==> config.mk <==
export PLATFORM = sky130hd
export DESIGN_NAME = gate_array_pipe
export DESIGN_NICKNAME = d
export VERILOG_FILES = /design/src/rtl/gate_pkg.sv /design/src/rtl/gate_pipe_stage.sv /design/src/rtl/gate_array_pipe.sv
export SDC_FILE = /design/constraint.sdc
export NUM_CORES = 1
export LEC_CHECK = 0
export ABC_AREA = 1
export CAP_MARGIN = 5
export CORE_UTILIZATION = 47
export DETAILED_ROUTE_END_ITERATION = 8
export GPL_TIMING_DRIVEN = 0
export PLACE_DENSITY = 0.76
export SLEW_MARGIN = 5
export SYNTH_ARGS = -nofsm -noshare
export SYNTH_HDL_FRONTEND = slang
export SYNTH_HIERARCHICAL = 1
export SYNTH_SLANG_ARGS = --single-unit
==> constraint.sdc <==
create_clock -name clk -period 1.3 [get_ports clk]
set_clock_uncertainty 0.1 [all_clocks]
set_input_delay 0.26 -clock clk [delete_from_list [all_inputs] [get_ports clk]]
set_output_delay 0.26 -clock clk [all_outputs]
set_load 0.02 [all_outputs]
==> src/rtl/gate_pkg.sv <==
// Shared gate-select encodings and the per-bit gate function used by the
// gate_array_pipe datapath.
package gate_pkg;

    localparam logic [2:0] OP_AND  = 3'd0;
    localparam logic [2:0] OP_NAND = 3'd1;
    localparam logic [2:0] OP_OR   = 3'd2;
    localparam logic [2:0] OP_NOR  = 3'd3;
    localparam logic [2:0] OP_XOR  = 3'd4;
    localparam logic [2:0] OP_XNOR = 3'd5;
    localparam logic [2:0] OP_NOT  = 3'd6;
    localparam logic [2:0] OP_PASS = 3'd7;

    // Upper bound on lane count; a column of one bit from every lane is evaluated at a time.
    localparam int MAX_N = 16;

    function automatic logic gate_eval(input logic [2:0] op, input logic [MAX_N-1:0] lanes,
                                       input int n_in);
        logic all1;
        logic any1;
        logic par;
        logic r;
        all1 = 1'b1;
        any1 = 1'b0;
        par  = 1'b0;
        for (int k = 0; k < MAX_N; k++) begin
            if (k < n_in) begin
                all1 = all1 & lanes[k];
                any1 = any1 | lanes[k];
                par  = par ^ lanes[k];
            end
        end
        case (op)
            OP_AND:  r = all1;
            OP_NAND: r = !all1;
            OP_OR:   r = any1;
            OP_NOR:  r = !any1;
            OP_XOR:  r = par;
            OP_XNOR: r = !par;
            OP_NOT:  r = !lanes[0];
            default: r = lanes[0];
        endcase
        return r;
    endfunction

endpackage

==> src/rtl/gate_pipe_stage.sv <==
// One elastic pipeline register holding {valid, op, data}; loads when empty
// or when the downstream stage frees this cycle.
module gate_pipe_stage #(
    parameter int WIDTH = 8
) (
    input  logic             clk,
    input  logic             rst,
    input  logic             up_vld,
    input  logic [2:0]       up_op,
    input  logic [WIDTH-1:0] up_data,
    input  logic             ready_in,
    output logic             ready_out,
    output logic             vld,
    output logic [2:0]       op,
    output logic [WIDTH-1:0] data
);

    assign ready_out = !vld || ready_in;

    // An empty upstream slot only clears valid; payload is kept so a stall never disturbs it.
    always_ff @(posedge clk or posedge rst) begin
        if (rst) begin
            vld  <= 1'b0;
            op   <= 3'd0;
            data <= '0;
        end else if (ready_out) begin
            vld <= up_vld;
            if (up_vld) begin
                op   <= up_op;
                data <= up_data;
            end
        end
    end

endmodule

==> src/rtl/gate_array_pipe.sv <==
// Bitwise gate across N_IN lanes, evaluated at the input and carried through
// STAGES valid/ready registers, plus a wrapping output-transfer counter.
module gate_array_pipe
    import gate_pkg::*;
#(
    parameter int WIDTH  = 8,
    parameter int N_IN   = 2,
    parameter int STAGES = 2,
    parameter int CNT_W  = 16
) (
    input  logic                  clk,
    input  logic                  rst,
    input  logic                  in_valid,
    output logic                  in_ready,
    input  logic [2:0]            in_op,
    input  logic [N_IN*WIDTH-1:0] in_data,
    output logic                  out_valid,
    input  logic                  out_ready,
    output logic [WIDTH-1:0]      out_data,
    output logic [2:0]            out_op,
    output logic [CNT_W-1:0]      xfer_count
);

    logic [WIDTH-1:0]             eval_p0;
    logic [STAGES:0]              vld_c;
    logic [STAGES:0][2:0]         op_c;
    logic [STAGES:0][WIDTH-1:0]   data_c;

    // Input side: gather bit b of every lane into one column and reduce it.
    for (genvar b = 0; b < WIDTH; b++) begin : g_bit
        logic [MAX_N-1:0] col;
        for (genvar k = 0; k < MAX_N; k++) begin : g_lane
            if (k < N_IN) begin : g_used
                assign col[k] = in_data[k*WIDTH+b];
            end else begin : g_pad
                assign col[k] = 1'b0;
            end
        end
        assign eval_p0[b] = gate_eval(in_op, col, N_IN);
    end

    assign vld_c[0]  = in_valid;
    assign op_c[0]   = in_op;
    assign data_c[0] = eval_p0;

    // Stage chain: ready ripples back through one scope per stage so each link is its own net.
    for (genvar k = 0; k < STAGES; k++) begin : g_stage
        logic rdy_up;
        logic rdy_dn;
        if (k == STAGES - 1) begin : g_last
            assign rdy_dn = out_ready;
        end else begin : g_mid
            assign rdy_dn = g_stage[k+1].rdy_up;
        end
        gate_pipe_stage #(.WIDTH(WIDTH)) u_stage (
            .clk       (clk),
            .rst       (rst),
            .up_vld    (vld_c[k]),
            .up_op     (op_c[k]),
            .up_data   (data_c[k]),
            .ready_in  (rdy_dn),
            .ready_out (rdy_up),
            .vld       (vld_c[k+1]),
            .op        (op_c[k+1]),
            .data      (data_c[k+1])
        );
    end

    assign in_ready  = g_stage[0].rdy_up;
    assign out_valid = vld_c[STAGES];
    assign out_op    = op_c[STAGES];
    assign out_data  = data_c[STAGES];

    // Output side: count completed transfers, wrapping naturally.
    always_ff @(posedge clk or posedge rst) begin
        if (rst) begin
            xfer_count <= '0;
        end else if (out_valid && out_ready) begin
            xfer_count <= xfer_count + CNT_W'(1);
        end
    end

endmodule

======== Word-level counts from Yosys, hierarchy flattened ========
Index checks and enable logic that the tools add are counted.
storage, ports and cells
  bits in registers ....................... 40
  input port bits ......................... 23
  output and inout port bits .............. 29
  logic and storage cells ................. 86
operators by class
  add/sub/neg operators ................... 1
  equal/unequal tests ..................... 6
  multiplexer cells ....................... 8
  bitwise operators ....................... 24
  reductions and logical operators ........ 40
operator list
  cell                                                                   count
  1-bit one-hot mux with 7 select lines                                  8
  1-bit logical NOT                                                      34
  16-bit by 1-bit adder with 16-bit output, second input constant        1
  3-bit equality test, second input constant                             3
  1-bit bitwise AND                                                      8
  1-bit bitwise OR                                                       8
  1-bit bitwise XOR                                                      8
  3-bit by 2-bit equality test with 1-bit output, second input constant  2
  2-bit AND reduction                                                    2
  3-bit by 1-bit equality test with 1-bit output, second input constant  1
  3-bit logical NOT                                                      1
  1-bit logical OR                                                       2
  1-bit logical AND                                                      1

======== Longest topological paths before layout ========
Gate-level depths: netlist of run 1.
  depth in word-level cells ............... 4
  depth in mapped cells ................... 9

======== By module ========
Netlist of run 1, hierarchy kept.
modules (own cells, without submodules)
  module           times used  cells an instance  area an instance (sq um)
  gate_array_pipe  1           272                1734.2
  gate_pipe_stage  2           53                 501.7

======== Worst setup path after synthesis of run 1 ========
Ideal clock, no wire load.
  path type ............................... register to output
  from .................................... register g_stage[1].u_stage.vld
  to ...................................... output port in_ready
  arrival time ............................ 1.141 ns
  data required time ...................... 0.940 ns
  setup slack ............................. -0.201 ns
  stages on the path, launching flop included .. 6
  buffers on the path ..................... 2
  path through ............................ dfrtp_1 nand2_4 buf_4 inv_1 nand2_4 buf_4
on the way
  word-level cells in the longest chain between the ends .. 3
ends and longest elaborated chain
  what                      RTL line               RTL
  start: declaration        gate_pipe_stage.sv:13  output logic vld,
  start signal: assignment  gate_pipe_stage.sv:27  vld <= up_vld;
  1-bit logical NOT         gate_pipe_stage.sv:18  assign ready_out = !vld || ready_in;
  1-bit logical OR          gate_pipe_stage.sv:18
  via g_stage[0].rdy_dn     gate_array_pipe.sv:49  logic rdy_dn;
  1-bit logical OR          gate_pipe_stage.sv:18
  end: declaration          gate_array_pipe.sv:14  output logic in_ready,
The timed path passes the listed nets, and every way through them passes these cells.

======== Worst setup path after layout of run 1 ========
Ends and elaborated chain as after synthesis.

==> impl_metrics.py, run 1 <==
metrics = {
    "power": {
        "power_per_cell_area_nw_per_um2": 1210,
        "switching_share_pct": 37.7,
        "p_clk_share_pct": 22.9,
        "p_leak_nw": 2.02,
        "peakVddDrop_mv": 0.927,
        "p_seq_share_pct": 39.2,
        "p_comb_share_pct": 38.0,
        "power_switching_mw": 1.72,
        "power_report.internal_total_mw": 2.84,
    },
    "clock_network": {
        "cts_sinks": 40,
        "cts_buffers": 5,
        "cts-root-buf": "clkbuf_8",
        "h-tree-depth": 2,
        "cts_tree": "yes",
        "insertion_delay_ps": 300,
        "clockBufferDepth": 2,
        "cts_hold_buf": 0,
        "clk_pin_slew_ps": 80,
    },
    "global_route": {
        "grt.overflow.total": 0,
        "antenna_found_initial": 0,
        "grt_pass1_wl_um": 11500,
        "grt_pass1_vias": 2661,
        "grt_max_degree": 17,
        "gr-usage-all-layers_pct": 23.6,
    },
    "floorplan": {
        "die_h_um": 78.3,
        "ios": 52,
        "die-width_um": 78.3,
        "core_um2": 5570,
        "rows": 27,
        "start_util_pct": 49.1,
        "dieArea_um2": 6130,
    },
    "sta": {
        "finalMaxSlewViolations": 0,
        "hold_viol": 0,
        "fmax_mhz": 690,
        "post-route-min-period_ps": 1450,
        "maxSlewHeadroom_pct": 58.4,
        "rsz0062_at_grt": "true",
        "period_share_pct": 112,
        "finalSetupViolations": 6,
        "hold_ws_ps": 160,
        "layout_setup_ws_ps": -150,
        "worst_pin_slew_ps": 624,
    },
    "critical_path": {
        "worstSetupPathType": "register to output port",
        "start_kind": "register",
        "timing.critical_path.max_delay_family": "flip-flops",
        "arrival_ps": 1090,
        "reg2reg_slack_ps": -40,
        "crit_path_max_fanout": 2,
        "required_ps": 940,
        "max_stage_delay_ps": 440,
        "cp_cell_sequence": "nand2_4 -> inv_2 -> nand2_4 -> buf_6 -> buf_6",
        "worstSetupEndpointType": "output port",
        "crit_slowest_cell": "dfrtp_2",
        "worst-path-buf-inv": 3,
    },
    "logic_synthesis": {
        "synth_cell_types": 22,
        "yosys_warnings": 6,
        "synthCells": 378,
        "yosysSeqAreaShare_pct": 36.6,
        "synth_area_per_cell_um2": 7.24,
        "synth.net_count": 418,
        "synth_top_area_share_pct": 36.6,
        "synth.area.top_cells": "dfrtp_1, nand2_1, nand3_1",
        "syn_area_um2": 2740,
        "synth-seq-cells": 40,
        "yosysTopAreaCell": "dfrtp_1",
    },
    "route": {
        "viasPerCell": 5.27,
        "firstDrtPassIters": 5,
        "wl_per_cell_um": 13.4,
        "routed_wl_um": 7210,
        "ant_nets": 0,
        "vias": 2843,
        "drc": 0,
        "drtIter0Drc": 145,
    },
    "place": {
        "placed_cell_area_um2": 3370,
        "io_buffers": 51,
        "gp_congestion": 0.845,
        "place_hpwl_um": 4730,
    },
    "cells_and_area": {
        "final_area_um2": 3770,
        "drive_above_1_share_pct": 32.5,
        "fin_nets": 506,
        "final_util_pct": 67.7,
        "area_growth_pct": 37.8,
        "n_antenna_cell": 0,
    },
    "hold_path": {
        "hp-class": "primary input to register",
    },
    "status": {
        "status": "complete, but fails checks",
        "violations": "negative setup slack",
    },
    "run": {
        "cap_violations": 0,
    },
}
## timing repair
item | in CTS | in global routing
gates resized for setup | 168 | 73
cloned | 0 | 1
pin swaps | 23 | 23
setup endpoints to repair | 49 | 28
setup buffers | 24 | 7
## cell families after synthesis
family                     synth area share, %
and+or+nand+nor                           39.9
buffers and inverters                     11.0
DFF                                       36.6
adders and majority gates                 7.77
xor gates and xnor gates                  2.88
AOI/OAI and AO/OA                         1.46
muxes                                    0.411
## metal layers
metal	vias up	track usage [%]	part of all wire, %
met3	23	4.42	5.3
li1	1366	-	-
met1	1349	27.7	39
met2	105	41.8	53
met5	-	0	0
met4	0	10.2	2.9
## cell usage after synthesis
master    number
nand2_1      117
inv_1         56
nand3_1       56
dfrtp_1       40
nor2_1        35
ha_1          17
nand3b_1       8
nand4_1        7
o21ai_0        7
xor2_1         6
buf_6          5
nand2_4        4
nor3_1         3
nor3_4         3
xnor2_1        3
buf_1          2
buf_4          2
inv_4          2
nor2_4         2
mux2_2         1
nor2_2         1
o21ai_1        1
## final cells by class
type	count	area (µm²)
plain buffers	8	83.8
clock buffers	5	68.8
clock inverters	3	46.3
fillers	480	1800
inverters	58	226
multi-input cells	271	1660
flip-flops and latches	40	1010
well taps	72	90.1
repair buffers	82	583
## stage by stage
stage | setup slack (ps) | std cells | setup TNS (ps) | total power [mW]
global route | -182 | 539 | -1040 | 4.85
detailed placement | -1110 | 501 | -19850 | 3.31
finish | -150 | 539 | -373 | 4.56
floorplan | -25.6 | 378 | -29.9 | 2.62
CTS | -169 | 532 | -484 | 4.30
global placement | -1130 | 501 | -19540 | 3.26
## registers in the layout (all words and copies together) (netlist names)
signal and count:
g_stage.u_stage/data 16, g_stage.u_stage/op 6, g_stage.u_stage/vld 2, xfer_count 16
## layout by cell type, fill, tap and decap left out, drive strengths merged, types with 8 or more instances in the layout
cell type,netlist,final
buf,9,70
clkbuf,0,13
dfrtp,40,40
ha,17,17
inv,58,58
nand2,121,121
nand3,56,56
nand3b,8,8
nor2,38,38
o21ai,8,8
## worst min-delay path: stages
cell and delay (ps):
buf_2 120, nand3_1 80, nand2_1 50
## power by group through the flow
stage | clock network (mW) | logic [mW] | registers (mW)
floorplan | 0 | 0.639 | 1.98
global placement | 0 | 1.49 | 1.77
detailed placement | 0 | 1.53 | 1.78
CTS | 1.06 | 1.50 | 1.73
global route | 1.12 | 1.90 | 1.82
finish | 1.04 | 1.73 | 1.79
## final timing paths
check                      cells past startpoint                        from                         end
setup / recovery                               5      g_stage[1].u_stage/vld                    in_ready
hold / removal                                 3                    in_op[2]    g_stage[0].u_stage/op[2]
setup reg to reg                               7               xfer_count[5]              xfer_count[10]
hold reg to reg                                2  g_stage[1].u_stage/data[4]  g_stage[1].u_stage/data[4]
max in group asynchronous                      2                         rst               xfer_count[0]
min in group asynchronous                      2                         rst  g_stage[0].u_stage/data[0]
Power figures use the tool's default switching activity.
==> run 2: changes to the inputs <==
ABC_AREA = default   (was 1)
CORE_UTILIZATION = 46   (was 47)
==> impl_metrics.py, run 2 <==
metrics = {
    "critical_path": {
        "worst_path_most_repeated_cell": "nor2b_4",
        "startpoint": "in_data[8]",
        "cp_cell_sequence": "buf_8 -> inv_4 -> ha_4 -> nor2b_4 -> nor2b_4 -> o32ai_2 -> a22oi_2 -> mux2_4",
        "worstSetupEndpointType": "register",
        "arrival_ps": 1590,
        "start_kind": "primary input",
        "crit_path_max_fanout": 2,
        "required_ps": 1370,
        "worstSetupPathType": "primary input to register",
        "crit_slowest_cell": "o32ai_2",
        "max_stage_delay_ps": 310,
        "reg2reg_from": "g_stage[1].u_stage/vld",
    },
    "global_route": {
        "gr-usage-all-layers_pct": 21.8,
        "grt_pass1_wl_um": 9300,
        "grt_pass1_vias": 1920,
        "grt.overflow.total": 0,
        "grt_max_degree": 17,
        "antenna_found_initial": 0,
    },
    "place": {
        "place_hpwl_um": 3870,
        "dp.cells": 346,
        "gp_congestion": 0.825,
        "io_buffers": 51,
    },
    "sta": {
        "layout_setup_ws_ps": -218,
        "finalMaxSlewViolations": 0,
        "worst_pin_slew_ps": 622,
        "rsz0062_at_grt": "true",
        "post-route-min-period_ps": 1520,
        "period_share_pct": 117,
        "hold_viol": 0,
        "maxSlewHeadroom_pct": 58.5,
        "finalSetupViolations": 31,
        "fmax_mhz": 659,
    },
    "logic_synthesis": {
        "synth.most_common_cell": "dfrtp_1",
        "yosys_warnings": 6,
        "synthCells": 225,
        "synth.net_count": 265,
        "yosysTopAreaCell": "dfrtp_1",
        "syn_area_um2": 2510,
        "yosysSeqAreaShare_pct": 39.9,
        "synth-seq-cells": 40,
        "ys_async_sr_fraction_pct": 100,
        "synth.area.top_cells": "dfrtp_1, mux2_4, ha_1",
        "synth_edf_count": 0,
        "synth_top_area_share_pct": 39.9,
        "synth_cell_types": 39,
        "synth_area_per_cell_um2": 11.1,
        "synth-main-ff-cell": "dfrtp_1",
        "synth_commonest_cells": "dfrtp_1, inv_1, mux2_4",
    },
    "clock_network": {
        "clockBufferDepth": 2,
        "h-tree-depth": 2,
        "cts_buffers": 5,
        "clk_pin_slew_ps": 70,
        "cts_tree": "yes",
        "cts_hold_buf": 0,
        "cts_sinks": 40,
        "cts-root-buf": "clkbuf_8",
        "insertion_delay_ps": 290,
    },
    "cells_and_area": {
        "fin_nets": 338,
        "layout_common_cells": "dfrtp_1, buf_2, mux2_4, buf_6",
        "final_util_pct": 72.4,
        "n_antenna_cell": 0,
        "area_growth_pct": 49.4,
        "n_fill_cell": 346,
        "drive_above_1_share_pct": 59.5,
        "finalNonFillerCells": 369,
        "reg_top3": "g_stage.u_stage/data: 16 flops, xfer_count: 16 flops, g_stage.u_stage/op: 6 flops",
        "final_common_cell": "dfrtp_1",
    },
    "power": {
        "power_report.internal_total_mw": 2.93,
        "p_comb_share_pct": 39.7,
        "p_seq_share_pct": 41.6,
        "peakVddDrop_mv": 0.588,
        "p_clk_share_pct": 18.7,
        "switching_share_pct": 33.5,
        "power_per_cell_area_nw_per_um2": 1180,
        "power_switching_mw": 1.48,
        "p_leak_nw": 1.79,
    },
    "floorplan": {
        "die-width_um": 75.8,
        "rows": 26,
        "die_h_um": 75.8,
        "dieArea_um2": 5750,
        "core_um2": 5170,
        "ios": 52,
        "start_util_pct": 48.5,
    },
    "route": {
        "vias": 1939,
        "wl_per_cell_um": 15.8,
        "drc": 0,
        "drtIter0Drc": 36,
        "firstDrtPassIters": 4,
        "routed_wl_um": 5840,
        "viasPerCell": 5.25,
        "ant_nets": 0,
    },
    "status": {
        "status": "complete, but fails checks",
        "violations": "negative setup slack",
    },
    "hold_path": {
        "hold_path_startpoint": "in_op[2]",
        "hp-class": "primary input to register",
    },
    "run": {
        "cap_violations": 0,
    },
}
## run 2: kinds of logic after synthesis
kind of cell             synth area share [%]
buffers and inverters                    6.59
adder cells (fa/ha/maj)                  8.49
multiplexers                             14.2
AO/OA/AOI/OAI                            8.64
AND/OR/NAND/NOR                          15.8
XOR/XNOR                                 6.29
flip-flops                               39.9
## run 2: power by group through the flow
stage	Combinational (mW)	Clock [mW]	Sequential (mW)
after floorplan	0.768	0	2.04
after global placement	1.63	0	1.82
after detailed placement	1.67	0	1.84
after CTS	1.66	0.848	1.81
after global routing	1.88	0.912	1.88
final	1.75	0.827	1.83
## run 2: metal layers
layer  wire length [µm]  track usage (%)  up-vias
li1                   -                -      936
met1               2450             27.5      941
met2               3110             37.1       51
met3                156             2.51       11
met4                123             10.7        0
met5                  0                0        -
## run 2: critical path: cells and delay by family
kind,cells,cell delay [ps]
compound gates,2,450
buf+inv,2,150
mux,1,280
simple gates,2,260
fa+ha+maj,1,190
## run 2: final cells by class
class | count | area [µm²] | area share (%)
inverter | 21 | 129 | 3.44
multi-input combinational | 155 | 1700 | 45.5
clock buffer | 8 | 90.1 | 2.41
timing repair buffer | 66 | 611 | 16.3
tap | 70 | 87.6 | 2.34
buffer | 9 | 109 | 2.91
sequential | 40 | 1020 | 27.1
## run 2: worst paths after layout
kind                                         endpoint  slack (ps)  cells after the start
min in group asynchronous    g_stage[1].u_stage/op[0]         260                      2
max reg2reg                g_stage[0].u_stage/data[0]        -110                      5
max in group asynchronous               xfer_count[5]         330                      2
max                        g_stage[0].u_stage/data[0]        -220                      8
min reg2reg                            xfer_count[15]         380                      1
min                          g_stage[0].u_stage/op[2]         170                      2
## run 2: metrics by stage
step	total power, mW	TNS (ps)	instance area, µm²	hold WS [ps]	setup slack [ps]
after floorplan	2.81	-2300	2740	24.6	-324
after global placement	3.45	-20160	3330	353	-1130
after detailed placement	3.51	-21800	3330	377	-1140
after CTS	4.32	-2200	3600	158	-184
after global routing	4.67	-3660	3740	152	-235
final	4.41	-2430	3740	169	-218
## run 2: repair_timing
item | 4_1_cts | 5_1_grt
buffers inserted | 11 | 2
endpoints found under the setup margin | 59 | 41
gates cloned | 2 | 0
gates resized for setup | 238 | 48
hold endpoints to repair | 0 | 0
pin swaps | 31 | 19
